### src/rtl/pipe_hazard_ctrl_if.sv
// pipe_hazard_ctrl_if: pipeline hazard signals; master drives stage info, slave returns register enables, bubbles and status.
interface pipe_hazard_ctrl_if;
  logic [2:0]  ID_Rs;
  logic [2:0]  ID_Rd;
  logic        ID_UsesRs;
  logic        ID_UsesRd;
  logic        EX_MemRead;
  logic [2:0]  EX_Rd;
  logic        BranchTaken;
  logic        MEM_Req;
  logic        MEM_Ready;
  logic        PC_Write;
  logic        IFID_Write;
  logic        IDEX_Write;
  logic        EXMEM_Write;
  logic        IFID_Flush;
  logic        IDEX_Bubble;
  logic        MEMWB_Bubble;
  logic [15:0] StallCount;
  logic        MemTimeout;
  modport master (
    output ID_Rs, ID_Rd, ID_UsesRs, ID_UsesRd, EX_MemRead, EX_Rd, BranchTaken, MEM_Req, MEM_Ready,
    input  PC_Write, IFID_Write, IDEX_Write, EXMEM_Write, IFID_Flush, IDEX_Bubble, MEMWB_Bubble, StallCount, MemTimeout
  );
  modport slave (
    input  ID_Rs, ID_Rd, ID_UsesRs, ID_UsesRd, EX_MemRead, EX_Rd, BranchTaken, MEM_Req, MEM_Ready,
    output PC_Write, IFID_Write, IDEX_Write, EXMEM_Write, IFID_Flush, IDEX_Bubble, MEMWB_Bubble, StallCount, MemTimeout
  );
endinterface

### src/rtl/pipe_hazard_ctrl.sv
// pipe_hazard_ctrl: Mealy hazard controller (mem wait > taken branch > load-use); ports clk, reset, bus (slave: stage info in, enables/bubbles/StallCount/MemTimeout out).
module pipe_hazard_ctrl (
  input logic clk,
  input logic reset,
  pipe_hazard_ctrl_if.slave bus
);
  localparam logic [1:0] RUN = 2'd0, LU_STALL = 2'd1, MEM_WAIT = 2'd2;
  logic [1:0]  r_state;
  logic [1:0]  w_next;
  logic [7:0]  r_wait;
  logic [15:0] r_stall_cnt;
  logic        r_timeout;
  logic        w_mem;
  logic        w_lu;
  logic        w_hold;
  logic [6:0]  w_ctl;
  // once waiting, only MEM_Ready releases the stall
  assign w_mem = (r_state == MEM_WAIT || bus.MEM_Req) && !bus.MEM_Ready;
  assign w_hold = r_state == MEM_WAIT && w_mem;
  // masked in LU_STALL so each load inserts exactly one bubble
  assign w_lu = r_state != LU_STALL && bus.EX_MemRead && bus.EX_Rd != 3'd0 &&
                ((bus.ID_UsesRs && bus.ID_Rs == bus.EX_Rd) || (bus.ID_UsesRd && bus.ID_Rd == bus.EX_Rd));
  // {PC_Write, IFID_Write, IDEX_Write, EXMEM_Write, IFID_Flush, IDEX_Bubble, MEMWB_Bubble}
  assign w_ctl = reset           ? 7'b0011111 :
                 w_mem           ? 7'b0000001 :
                 bus.BranchTaken ? 7'b1111110 :
                 w_lu            ? 7'b0010010 : 7'b1111000;
  assign {bus.PC_Write, bus.IFID_Write, bus.IDEX_Write, bus.EXMEM_Write,
          bus.IFID_Flush, bus.IDEX_Bubble, bus.MEMWB_Bubble} = w_ctl;
  assign w_next = w_mem ? MEM_WAIT : (!bus.BranchTaken && w_lu) ? LU_STALL : RUN;
  assign bus.StallCount = r_stall_cnt;
  assign bus.MemTimeout = r_timeout;
  always_ff @(posedge clk) begin
    if (reset) begin
      r_state     <= RUN;
      r_wait      <= 8'd0;
      r_stall_cnt <= 16'd0;
      r_timeout   <= 1'b0;
    end else begin
      r_state     <= w_next;
      r_wait      <= w_hold ? (r_wait == 8'hFF ? r_wait : r_wait + 8'd1) : 8'd0;
      r_timeout   <= r_timeout | (w_hold && r_wait == 8'hFE);
      if (!w_ctl[6] && r_stall_cnt != 16'hFFFF) r_stall_cnt <= r_stall_cnt + 16'd1;
    end
  end
endmodule

### src/flat_wrapper.sv
// flat-port wrapper written by rule: the top's interface ports become plain ports
module pipe_hazard_ctrl_flat 
  (clk, reset, bus_ID_Rs, bus_ID_Rd, bus_ID_UsesRs, bus_ID_UsesRd, bus_EX_MemRead, bus_EX_Rd, bus_BranchTaken, bus_MEM_Req, bus_MEM_Ready, bus_PC_Write, bus_IFID_Write, bus_IDEX_Write, bus_EXMEM_Write, bus_IFID_Flush, bus_IDEX_Bubble, bus_MEMWB_Bubble, bus_StallCount, bus_MemTimeout);
  pipe_hazard_ctrl_if bus_i ();
  input logic clk;
  input logic reset;
  input wire logic [$bits(bus_i.ID_Rs)-1:0] bus_ID_Rs;
  input wire logic [$bits(bus_i.ID_Rd)-1:0] bus_ID_Rd;
  input wire logic [$bits(bus_i.ID_UsesRs)-1:0] bus_ID_UsesRs;
  input wire logic [$bits(bus_i.ID_UsesRd)-1:0] bus_ID_UsesRd;
  input wire logic [$bits(bus_i.EX_MemRead)-1:0] bus_EX_MemRead;
  input wire logic [$bits(bus_i.EX_Rd)-1:0] bus_EX_Rd;
  input wire logic [$bits(bus_i.BranchTaken)-1:0] bus_BranchTaken;
  input wire logic [$bits(bus_i.MEM_Req)-1:0] bus_MEM_Req;
  input wire logic [$bits(bus_i.MEM_Ready)-1:0] bus_MEM_Ready;
  output wire logic [$bits(bus_i.PC_Write)-1:0] bus_PC_Write;
  output wire logic [$bits(bus_i.IFID_Write)-1:0] bus_IFID_Write;
  output wire logic [$bits(bus_i.IDEX_Write)-1:0] bus_IDEX_Write;
  output wire logic [$bits(bus_i.EXMEM_Write)-1:0] bus_EXMEM_Write;
  output wire logic [$bits(bus_i.IFID_Flush)-1:0] bus_IFID_Flush;
  output wire logic [$bits(bus_i.IDEX_Bubble)-1:0] bus_IDEX_Bubble;
  output wire logic [$bits(bus_i.MEMWB_Bubble)-1:0] bus_MEMWB_Bubble;
  output wire logic [$bits(bus_i.StallCount)-1:0] bus_StallCount;
  output wire logic [$bits(bus_i.MemTimeout)-1:0] bus_MemTimeout;
  assign bus_i.ID_Rs = bus_ID_Rs;
  assign bus_i.ID_Rd = bus_ID_Rd;
  assign bus_i.ID_UsesRs = bus_ID_UsesRs;
  assign bus_i.ID_UsesRd = bus_ID_UsesRd;
  assign bus_i.EX_MemRead = bus_EX_MemRead;
  assign bus_i.EX_Rd = bus_EX_Rd;
  assign bus_i.BranchTaken = bus_BranchTaken;
  assign bus_i.MEM_Req = bus_MEM_Req;
  assign bus_i.MEM_Ready = bus_MEM_Ready;
  assign bus_PC_Write = bus_i.PC_Write;
  assign bus_IFID_Write = bus_i.IFID_Write;
  assign bus_IDEX_Write = bus_i.IDEX_Write;
  assign bus_EXMEM_Write = bus_i.EXMEM_Write;
  assign bus_IFID_Flush = bus_i.IFID_Flush;
  assign bus_IDEX_Bubble = bus_i.IDEX_Bubble;
  assign bus_MEMWB_Bubble = bus_i.MEMWB_Bubble;
  assign bus_StallCount = bus_i.StallCount;
  assign bus_MemTimeout = bus_i.MemTimeout;
  pipe_hazard_ctrl u_core (.clk(clk), .reset(reset), .bus(bus_i));
endmodule
### config.mk
export PLATFORM = sky130hd
export DESIGN_NAME = pipe_hazard_ctrl_flat
export DESIGN_NICKNAME = d
export VERILOG_FILES = /design/src/rtl/pipe_hazard_ctrl_if.sv /design/src/rtl/pipe_hazard_ctrl.sv /design/src/flat_wrapper.sv
export SDC_FILE = /design/constraint.sdc
export NUM_CORES = 1
export LEC_CHECK = 0
export BUFFER_PORTS_ARGS = -buffer_cell sky130_fd_sc_hd__buf_4
export CAP_MARGIN = 20
export CORE_AREA = 2 2 68 64
export DETAILED_ROUTE_END_ITERATION = 12
export DIE_AREA = 0 0 70 66
export GPL_TIMING_DRIVEN = 1
export PLACE_DENSITY_LB_ADDON = 0.05
export SYNTH_ARGS = -nofsm -noshare
export SYNTH_HDL_FRONTEND = slang
export SYNTH_SLANG_ARGS = --single-unit
### constraint.sdc
create_clock -name clk -period 2.43 [get_ports clk]
set_clock_uncertainty 0.1 [all_clocks]
set_input_delay 0.1215 -clock clk [delete_from_list [all_inputs] [get_ports clk]]
set_output_delay 0.1215 -clock clk [all_outputs]
set_load 0.01 [all_outputs]
==> reports/metrics.sh, run 1 <==
SYNTH.LIB_CELLS_USED.DISTINCT=48
NUMBER_OF_NETS_IN_THE_SYNTHESIZED_NETLIST=205
ROUTE.ANTENNA.REMAINING_NETS=0
VIAS_IN_THE_FIRST_GLOBAL_ROUTE=1399
POST-ROUTE-DRC-COUNT=0
DRV_SLEW=0
TRITONCTS_NUM_SINKS=27
CRIT-REG2REG-LAUNCH='u_core.r_state[0]$_SDFF_PP0_'
SYNTHCELLS=185
SYNTH.TOP_CELL.AREA_SHARE=0.328
WORST_SETUP_STARTPOINT='u_core.r_state[0]$_SDFF_PP0_'
ASYNC_FLOP_SHARE=0
POWER.DENSITY_nW_PER_UM2=416
NUMCTSBUFFERS=3
WORST_SETUP_PATH_ENDPOINT='u_core.bus.StallCount[1]$_SDFFE_PP0P_'
YOSYSWARNINGS=0
NETS=241
SYNTH_AREA_PER_CELL_UM2=8.92
SYN-CELL-AREA_UM2=1650
POWER_REPORT.INTERNAL_TOTAL_mW=0.625
BIGGEST_FANOUT_ALONG_THE_WORST_TIMING_PATH=18
DRT-PASS1-ITER-COUNT=4
SHARE_SEQ_OF_TOTAL_POWER=0.546
INITIAL_CORE_UTILIZATION=0.422
SYNTH.FF_LATCH_COUNT=27
CLOCK-ROOT-BUFFER='clkbuf_8'
MAX_STAGE_DELAY_NS=0.64
CORE.ROWCOUNT=22
SYNTH_AREA_LEADERS='dfxtp_1, mux2_1, xnor2_1'
REGTOREGSETUPSLACK_NS=0.35
FINAL_HOLD_VIOL_COUNT=0
DIE_W_UM=70
TIMING.HOLD.WORST.CLASS='in -> reg'
PATH_CLK_SLEW_NS=0.09
REPORT.FINAL.SETUP_VIOL=0
FILL_CELLS=393
CP_NUM_BUF_INV=1
POST_DRT_VIA_CELL_RATIO=5.40
SWITCHING_SHARE=0.248
R2R_END='u_core.bus.StallCount[1]$_SDFFE_PP0P_'
DIE-HEIGHT_UM=66
P_LEAK_nW=0.782
CTS_REPAIR_RESIZE_COUNT=0
GLOBALPLACE.CONGESTION=0.796
SYNTHMOSTINSTANTIATEDCELL='dfxtp_1'
FIN_CRIT_SH=0.857
SYNTH-EDFF-COUNT=0
P_CLK_FRAC=0.304
NUMBER_OF_ANTENNA_VIOLATIONS_AT_THE_FIRST_CHECK_IN_GLOBAL_ROUTING=0
DRT_ITER0_MARKERS=156
CLOCK_PATH_BUFFERS=2
H-TREE-DEPTH=1
PORT_BUFFERS=40
CRIT_PATH_START_KIND='flip-flop'
SETUP-TNS-FINAL_NS=0
PATH_CELLS='nand2b_4 > a21oi_2 > nor2_4 > inv_4 > nor3_2 > nor3b_1 > o21ba_1'
CLKLATENCYLATEPIN_NS=0.27
P_SWITCHING_mW=0.206
TIMING.SLEW.HEADROOM=0.440
REG2REG_DEPTH=7
NUMBER_OF_DIODES=0
FIN_CRIT_NS=2.08
TIMING_WORST_SLEW_PIN_VALUE_NS=0.835
POSTSYNTH.TOPFLOPCELL='dfxtp_1'
FINAL_ROUTED_WIRELENGTH_ACROSS_ALL_METAL_LAYERS_UM=3550
COMBINATIONALPOWERSHARE=0.150
TOTAL_DESIGN_POWER_mW=0.832
SYNTH_SEQUENTIAL_AREA_RATIO=0.328
TIMING.SETUP.CRITICAL_PATH_CLASS='reg -> reg'
MAXIMUM_NUMBER_OF_PINS_ON_ONE_NET_BEFORE_GLOBAL_ROUTE_REPAIR=30
DP_HPWL_UM=2670
CORE_AREA_UM2=3910
OUTCOME='completed'
TIMING.CRITICAL_PATH.TO_TYPE='flip-flop'
POST_ROUTE_CELLS_DRIVE_ABOVE_1_SHARE=0.264
GRT_PASS1_WL_UM=6210
FP.DIEAREA_UM2=4620
CAP_VIOL_MAX_COUNT=0
CRITICAL-PATH-SLOWEST-CELL='nor3_2'
GRTUSAGETOTAL=0.163
LEFTOVER_OVERFLOW_AT_THE_END_OF_GLOBAL_ROUTING=0
CLOCK.FMAX_MHz=480
CRIT_CELLS=7
WORST_EP_REQUIRED_TIME_NS=2.51
WORSTPATHARRIVAL_NS=2.16
NUM_VIAS=1446
IRDROPWORSTVDD_mV=0.250
IOPINCOUNT=41
POST_DRT_WL_PER_CELL_UM=13.2
CTS_TREE='built'
LAYOUT-AREA-OVERHEAD-VS-SYNTH_PCT=21.0
POST_CTS_HOLD_BUFFER_COUNT=0
NETLIST.TOP_CELL.BY_AREA='dfxtp_1'
YOSYS-TOP-CELLS-COUNT='dfxtp_1, nor2_1, a21oi_1'
UNREPAIRED_SETUP_ENDPOINTS_AFTER_GLOBAL_ROUTING='no'
CPLARGESTDELAYFAMILY='simple AND/OR/NAND/NOR gates'
CTS.REPAIR_TIMING.SETUP_BUFFER_COUNT=0
[metal layers]
metal | up-vias | GRT usage | share of wire
met1 | 667 | 0.207 | 0.46
met4 | 0 | 0.0409 | 0.0039
li1 | 753 | - | -
met5 | - | 0 | 0
met2 | 24 | 0.285 | 0.50
met3 | 2 | 0.0351 | 0.035
[area by class of cell]
cell class                 count  area [um^2]  share of cell area
clock buffer                   4         45.0              0.0226
sequential                    27          541               0.271
inverter                       7         28.8              0.0144
timing repair buffer          40          300               0.150
multi-input combinational    142         1020               0.512
tap                           48         60.1              0.0301
[power groups by stage]
stage	combinational (mW)	clock [mW]	sequential [mW]
finish	0.125	0.253	0.454
global route	0.139	0.282	0.455
CTS	0.127	0.269	0.454
detailed placement	0.127	0	0.464
global placement	0.124	0	0.464
floorplan	0.0782	0	0.465
[worst register-to-register path, stage by stage, from the launching register on]
cell      delay [ns]
dfxtp_1         0.35
nand2b_4        0.14
a21oi_2         0.08
nor2_4          0.26
inv_4           0.08
nor3_2          0.64
nor3b_1         0.12
o21ba_1         0.21
[per-stage QoR]
stage          cell area [um^2]  cells  hold slack [ns]  utilization  setup slack, ns
2_1_floorplan              1650    185            0.214            -            0.614
3_3_place_gp               1950    264            0.358        0.499            0.430
3_5_place_dp               1950    264            0.363        0.499            0.350
4_1_cts                    2000    268           0.0683        0.511            0.314
5_1_grt                    2000    268           0.0718        0.511            0.104
6_report                   2000    268           0.0838        0.511            0.349
[layout by cell type (no fill, tap or decap), drive strengths merged]
cell type  count
a2111oi        1
a211oi         6
a21o           3
a21oi         14
a31oi          1
and2           3
and3           4
and4           5
buf           40
clkbuf         4
dfxtp         27
ha             3
inv            7
mux2           7
mux2i          1
nand2          6
nand2b         1
nand3         12
nand3b         1
nand4          5
nor2          19
nor2b          8
nor3           6
nor3b          1
nor4           1
o21a           1
o21ai          4
o21ba          1
o21bai         1
o31ai          7
o32ai          1
or2            1
or3            2
or4            7
xnor2          8
xor2           1
[sequential cells by signal, summed over array words and instances (netlist names)]
register               cells
u_core.bus.StallCount     16
u_core.r_wait              8
u_core.r_state             2
u_core.bus.MemTimeout      1
[cells by family (layout without fill, tap and decap cells)]
kind of cell,after synthesis,in the layout,share of synthesized area
adders and majority gates,3,3,0.0227
AOI/OAI and AO/OA,40,40,0.184
DFF,27,27,0.328
buffers and inverters,16,51,0.0531
and+or+nand+nor,82,82,0.311
xor gates and xnor gates,9,9,0.0478
muxes,8,8,0.0538
[worst min path at each step]
stage | startpoint | end | slack (ns) | cells past startpoint
finish | bus_MEM_Ready | u_core.r_state[1]$_SDFF_PP0_ | 0.08 | 3
global route | bus_MEM_Ready | u_core.r_state[1]$_SDFF_PP0_ | 0.07 | 3
CTS | bus_MEM_Ready | u_core.r_state[1]$_SDFF_PP0_ | 0.07 | 3
detailed placement | bus_MEM_Ready | u_core.r_state[1]$_SDFF_PP0_ | 0.36 | 3
global placement | bus_MEM_Ready | u_core.r_state[1]$_SDFF_PP0_ | 0.36 | 3
floorplan | bus_MEM_Ready | u_core.r_state[1]$_SDFF_PP0_ | 0.21 | 2
No activity file was read; power rests on OpenSTA's default activity.
==> run 2, diff against run 1 <==
- GPL_ROUTABILITY_DRIVEN: not set -> 0
- TNS_END_PERCENT: not set -> 100
- clock period: 2.43 -> 2 ns (I/O delays scaled with it)
==> run 2 against run 1 <==
Compared with the run above:
- first-iteration DRC count down 21%
- power up 26%
- critical endpoint is now bus_EXMEM_Write
- global-route usage up 0.43 points
- register-to-register slack worse by 0.24 ns
- clock power up 25%
- hold slack worse by 0.017 ns
- die area unchanged
- critical path depth down 1
- final area up 5.3%
- largest cell class unchanged
==> reports/metrics.sh, run 2 (synthesis gave the netlist of run 1 again) <==
FINAL_ROUTED_WIRELENGTH_ACROSS_ALL_METAL_LAYERS_UM=3660  # was 3550 um
CLOCK_PATH_BUFFERS=2  # unchanged
CTS_TREE='built'  # unchanged
CTS.REPAIR_TIMING.SETUP_BUFFER_COUNT=0  # unchanged
LEFTOVER_OVERFLOW_AT_THE_END_OF_GLOBAL_ROUTING=0  # unchanged
COMBINATIONALPOWERSHARE=0.172  # was 0.150
TIMING_WORST_SLEW_PIN_VALUE_NS=0.370  # was 0.835 ns
SETUP-TNS-FINAL_NS=0  # unchanged
GRT_PASS1_WL_UM=6380  # was 6210 um
CORE.ROWCOUNT=22  # unchanged
NUMBER_OF_DIODES=0  # unchanged
LARGEST_REGISTER_FF_COUNT=16  # unchanged
WORST_EP_REQUIRED_TIME_NS=1.80  # was 2.51 ns
VIAS_IN_THE_FIRST_GLOBAL_ROUTE=1384  # was 1399
POST_DRT_WL_PER_CELL_UM=13.2  # about the same
POWER.DENSITY_nW_PER_UM2=497  # was 416 nW/um^2
FIN_CRIT_NS=1.89
DRT_ITER0_MARKERS=123  # was 156
MET3ROUTEDLENGTH_UM=197  # was 125 um
INITIAL_CORE_UTILIZATION=0.422  # unchanged
MAXIMUM_NUMBER_OF_PINS_ON_ONE_NET_BEFORE_GLOBAL_ROUTE_REPAIR=30  # unchanged
PLACE_WS_NS=0.0928  # was 0.350 ns
MAXUSEDROUTINGLAYER='met4'  # unchanged
POST-ROUTE-DRC-COUNT=0  # unchanged
UNREPAIRED_SETUP_ENDPOINTS_AFTER_GLOBAL_ROUTING='no'  # unchanged
NETS=250  # was 241
CORE_AREA_UM2=3910  # unchanged
SHARE_SEQ_OF_TOTAL_POWER=0.524  # was 0.546
SWITCHING_SHARE=0.257  # was 0.248
MET1WIRELENGTH_UM=1600  # was 1620 um
LAYOUT-AREA-OVERHEAD-VS-SYNTH_PCT=27.4  # was 21.0%
BIGGEST_FANOUT_ALONG_THE_WORST_TIMING_PATH=7  # was 18
CLOCK-ROOT-BUFFER='clkbuf_8'  # unchanged
TRITONCTS_NUM_SINKS=27  # unchanged
NUMCTSBUFFERS=3  # unchanged
P_SWITCHING_mW=0.269  # was 0.206 mW
PORT_BUFFERS=40  # unchanged
FP.DIEAREA_UM2=4620  # unchanged
REPORT.FINAL.SETUP_VIOL=0  # unchanged
GRTUSAGETOTAL=0.168  # was 0.163
FIN_CRIT_SH=0.946
IRDROPWORSTVDD_mV=0.391  # was 0.250 mV
CLOCK.FMAX_MHz=528
ROUTE.ANTENNA.REMAINING_NETS=0  # unchanged
FINAL_HOLD_VIOL_COUNT=0  # unchanged
DIE-HEIGHT_UM=66  # unchanged
TIMING.HOLD.WORST.CLASS='in -> reg'  # unchanged
FILL_CELLS=362  # was 393
POWER_REPORT.INTERNAL_TOTAL_mW=0.776  # was 0.625 mW
WORSTPATHARRIVAL_NS=1.69  # was 2.16 ns
DIE_W_UM=70  # unchanged
TIMING.SETUP.CRITICAL_PATH_CLASS='reg -> out'  # was reg -> reg
ROUTE.MET2.WL_UM=1840  # was 1780 um
TIMING.SLEW.HEADROOM=0.753  # was 0.440
DRT-PASS1-ITER-COUNT=6  # was 4
DRV_SLEW=0  # unchanged
NUMBER_OF_ANTENNA_VIOLATIONS_AT_THE_FIRST_CHECK_IN_GLOBAL_ROUTING=0  # unchanged
H-TREE-DEPTH=1  # unchanged
POST_ROUTE_CELLS_DRIVE_ABOVE_1_SHARE=0.301  # was 0.264
REGISTER_AREA_UM2=541  # unchanged
NUM_VIAS=1512  # was 1446
PATH_CLK_SLEW_NS=0.09  # about the same
DP_HPWL_UM=2770  # was 2670 um
FINAL_CELL_MIX='buf_4, dfxtp_1, nor2_1'  # unchanged
POST-ROUTE-WORST-SETUP-SLACK_NS=0.108  # was 0.349 ns
MULTIINPUTGATEAREA_UM2=1030  # was 1020 um^2
CRIT_PATH_START_KIND='flip-flop'  # unchanged
IOPINCOUNT=41  # unchanged
FINAL_COMMON_CELL='buf_4'  # unchanged
CAP_VIOL_MAX_COUNT=0  # unchanged
CLKLATENCYLATEPIN_NS=0.27  # about the same
OUTCOME='completed'  # unchanged
POST_DRT_VIA_CELL_RATIO=5.46  # was 5.40
P_LEAK_nW=0.840  # was 0.782 nW
P_CLK_FRAC=0.304  # about the same
TIMING.CRITICAL_PATH.TO_TYPE='primary output'  # was flip-flop
[run 2: changes by cell type in the layout (fill, tap and decap cells not counted)]
cell / before / now
buf_4: 40 / 47
buf_12: 0 / 2
a21oi_2: 1 / 0
a21oi_4: 0 / 1
clkbuf_1: 1 / 0
clkinv_2: 0 / 1
nand3_1: 11 / 10
nand3_2: 1 / 2
[run 2: critical path, cell delays in order (launching register included)]
cell and delay, ns:
dfxtp_1 0.32, nor2b_1 0.16, nor4_4 0.24, o21ai_2 0.20, buf_4 0.19, a21o_1 0.18, buf_4 0.14
[run 2: cell type report]
cell class / count / share of cell area
Clock buffer: 3 / 0.0196
Timing Repair Buffer: 49 / 0.187
Multi-Input combinational cell: 142 / 0.492
Sequential cell: 27 / 0.257
Tap cell: 48 / 0.0286
Clock inverter: 1 / 0.00238
Inverter: 7 / 0.0137
[run 2: layer usage]
metal / GRT usage / vias to the layer above
met2: 0.302 / 50
met3: 0.0335 / 2
met4: 0.0288 / 0
li1: - / 769
met5: 0 / -
met1: 0.211 / 691
[run 2: worst paths after layout]
| kind | endpoint | cells after the start | from | slack, ns |
|---|---|---|---|---|
| worst min-delay path | u_core.r_state[1]$_SDFF_PP0_ | 3 | bus_MEM_Ready | 0.07 |
| worst min register to register | u_core.bus.MemTimeout$_SDFF_PP0_ | 2 | u_core.bus.MemTimeout$_SDFF_PP0_ | 0.39 |
| worst max-delay path | bus_EXMEM_Write | 6 | u_core.r_state[0]$_SDFF_PP0_ | 0.11 |
| worst max register to register | u_core.bus.StallCount[7]$_SDFFE_PP0P_ | 5 | u_core.bus.StallCount[3]$_SDFFE_PP0P_ | 0.11 |
[run 2: metrics by stage]
stage	util	cells	hold WS [ns]	cell area [um^2]	power, mW
detailed placement	0.523	273	0.345	2040	0.740
global placement	0.523	273	0.336	2040	0.736
finish	0.538	277	0.0663	2100	1.04
CTS	0.535	277	0.0510	2090	1.06
global route	0.538	277	0.0641	2100	1.11
floorplan	-	185	0.193	1650	0.660
[run 2: repair_timing]
action	CTS	global route
hold buffers	0	0
resized for setup	0	2
endpoints found under the setup margin	0	3
[run 2: power groups by stage]
stage | Combinational (mW) | Clock, mW | Sequential (mW)
2_1_floorplan | 0.0950 | 0 | 0.565
3_3_place_gp | 0.176 | 0 | 0.560
5_1_grt | 0.198 | 0.359 | 0.549
3_5_place_dp | 0.180 | 0 | 0.561
6_report | 0.180 | 0.317 | 0.548
4_1_cts | 0.180 | 0.333 | 0.548
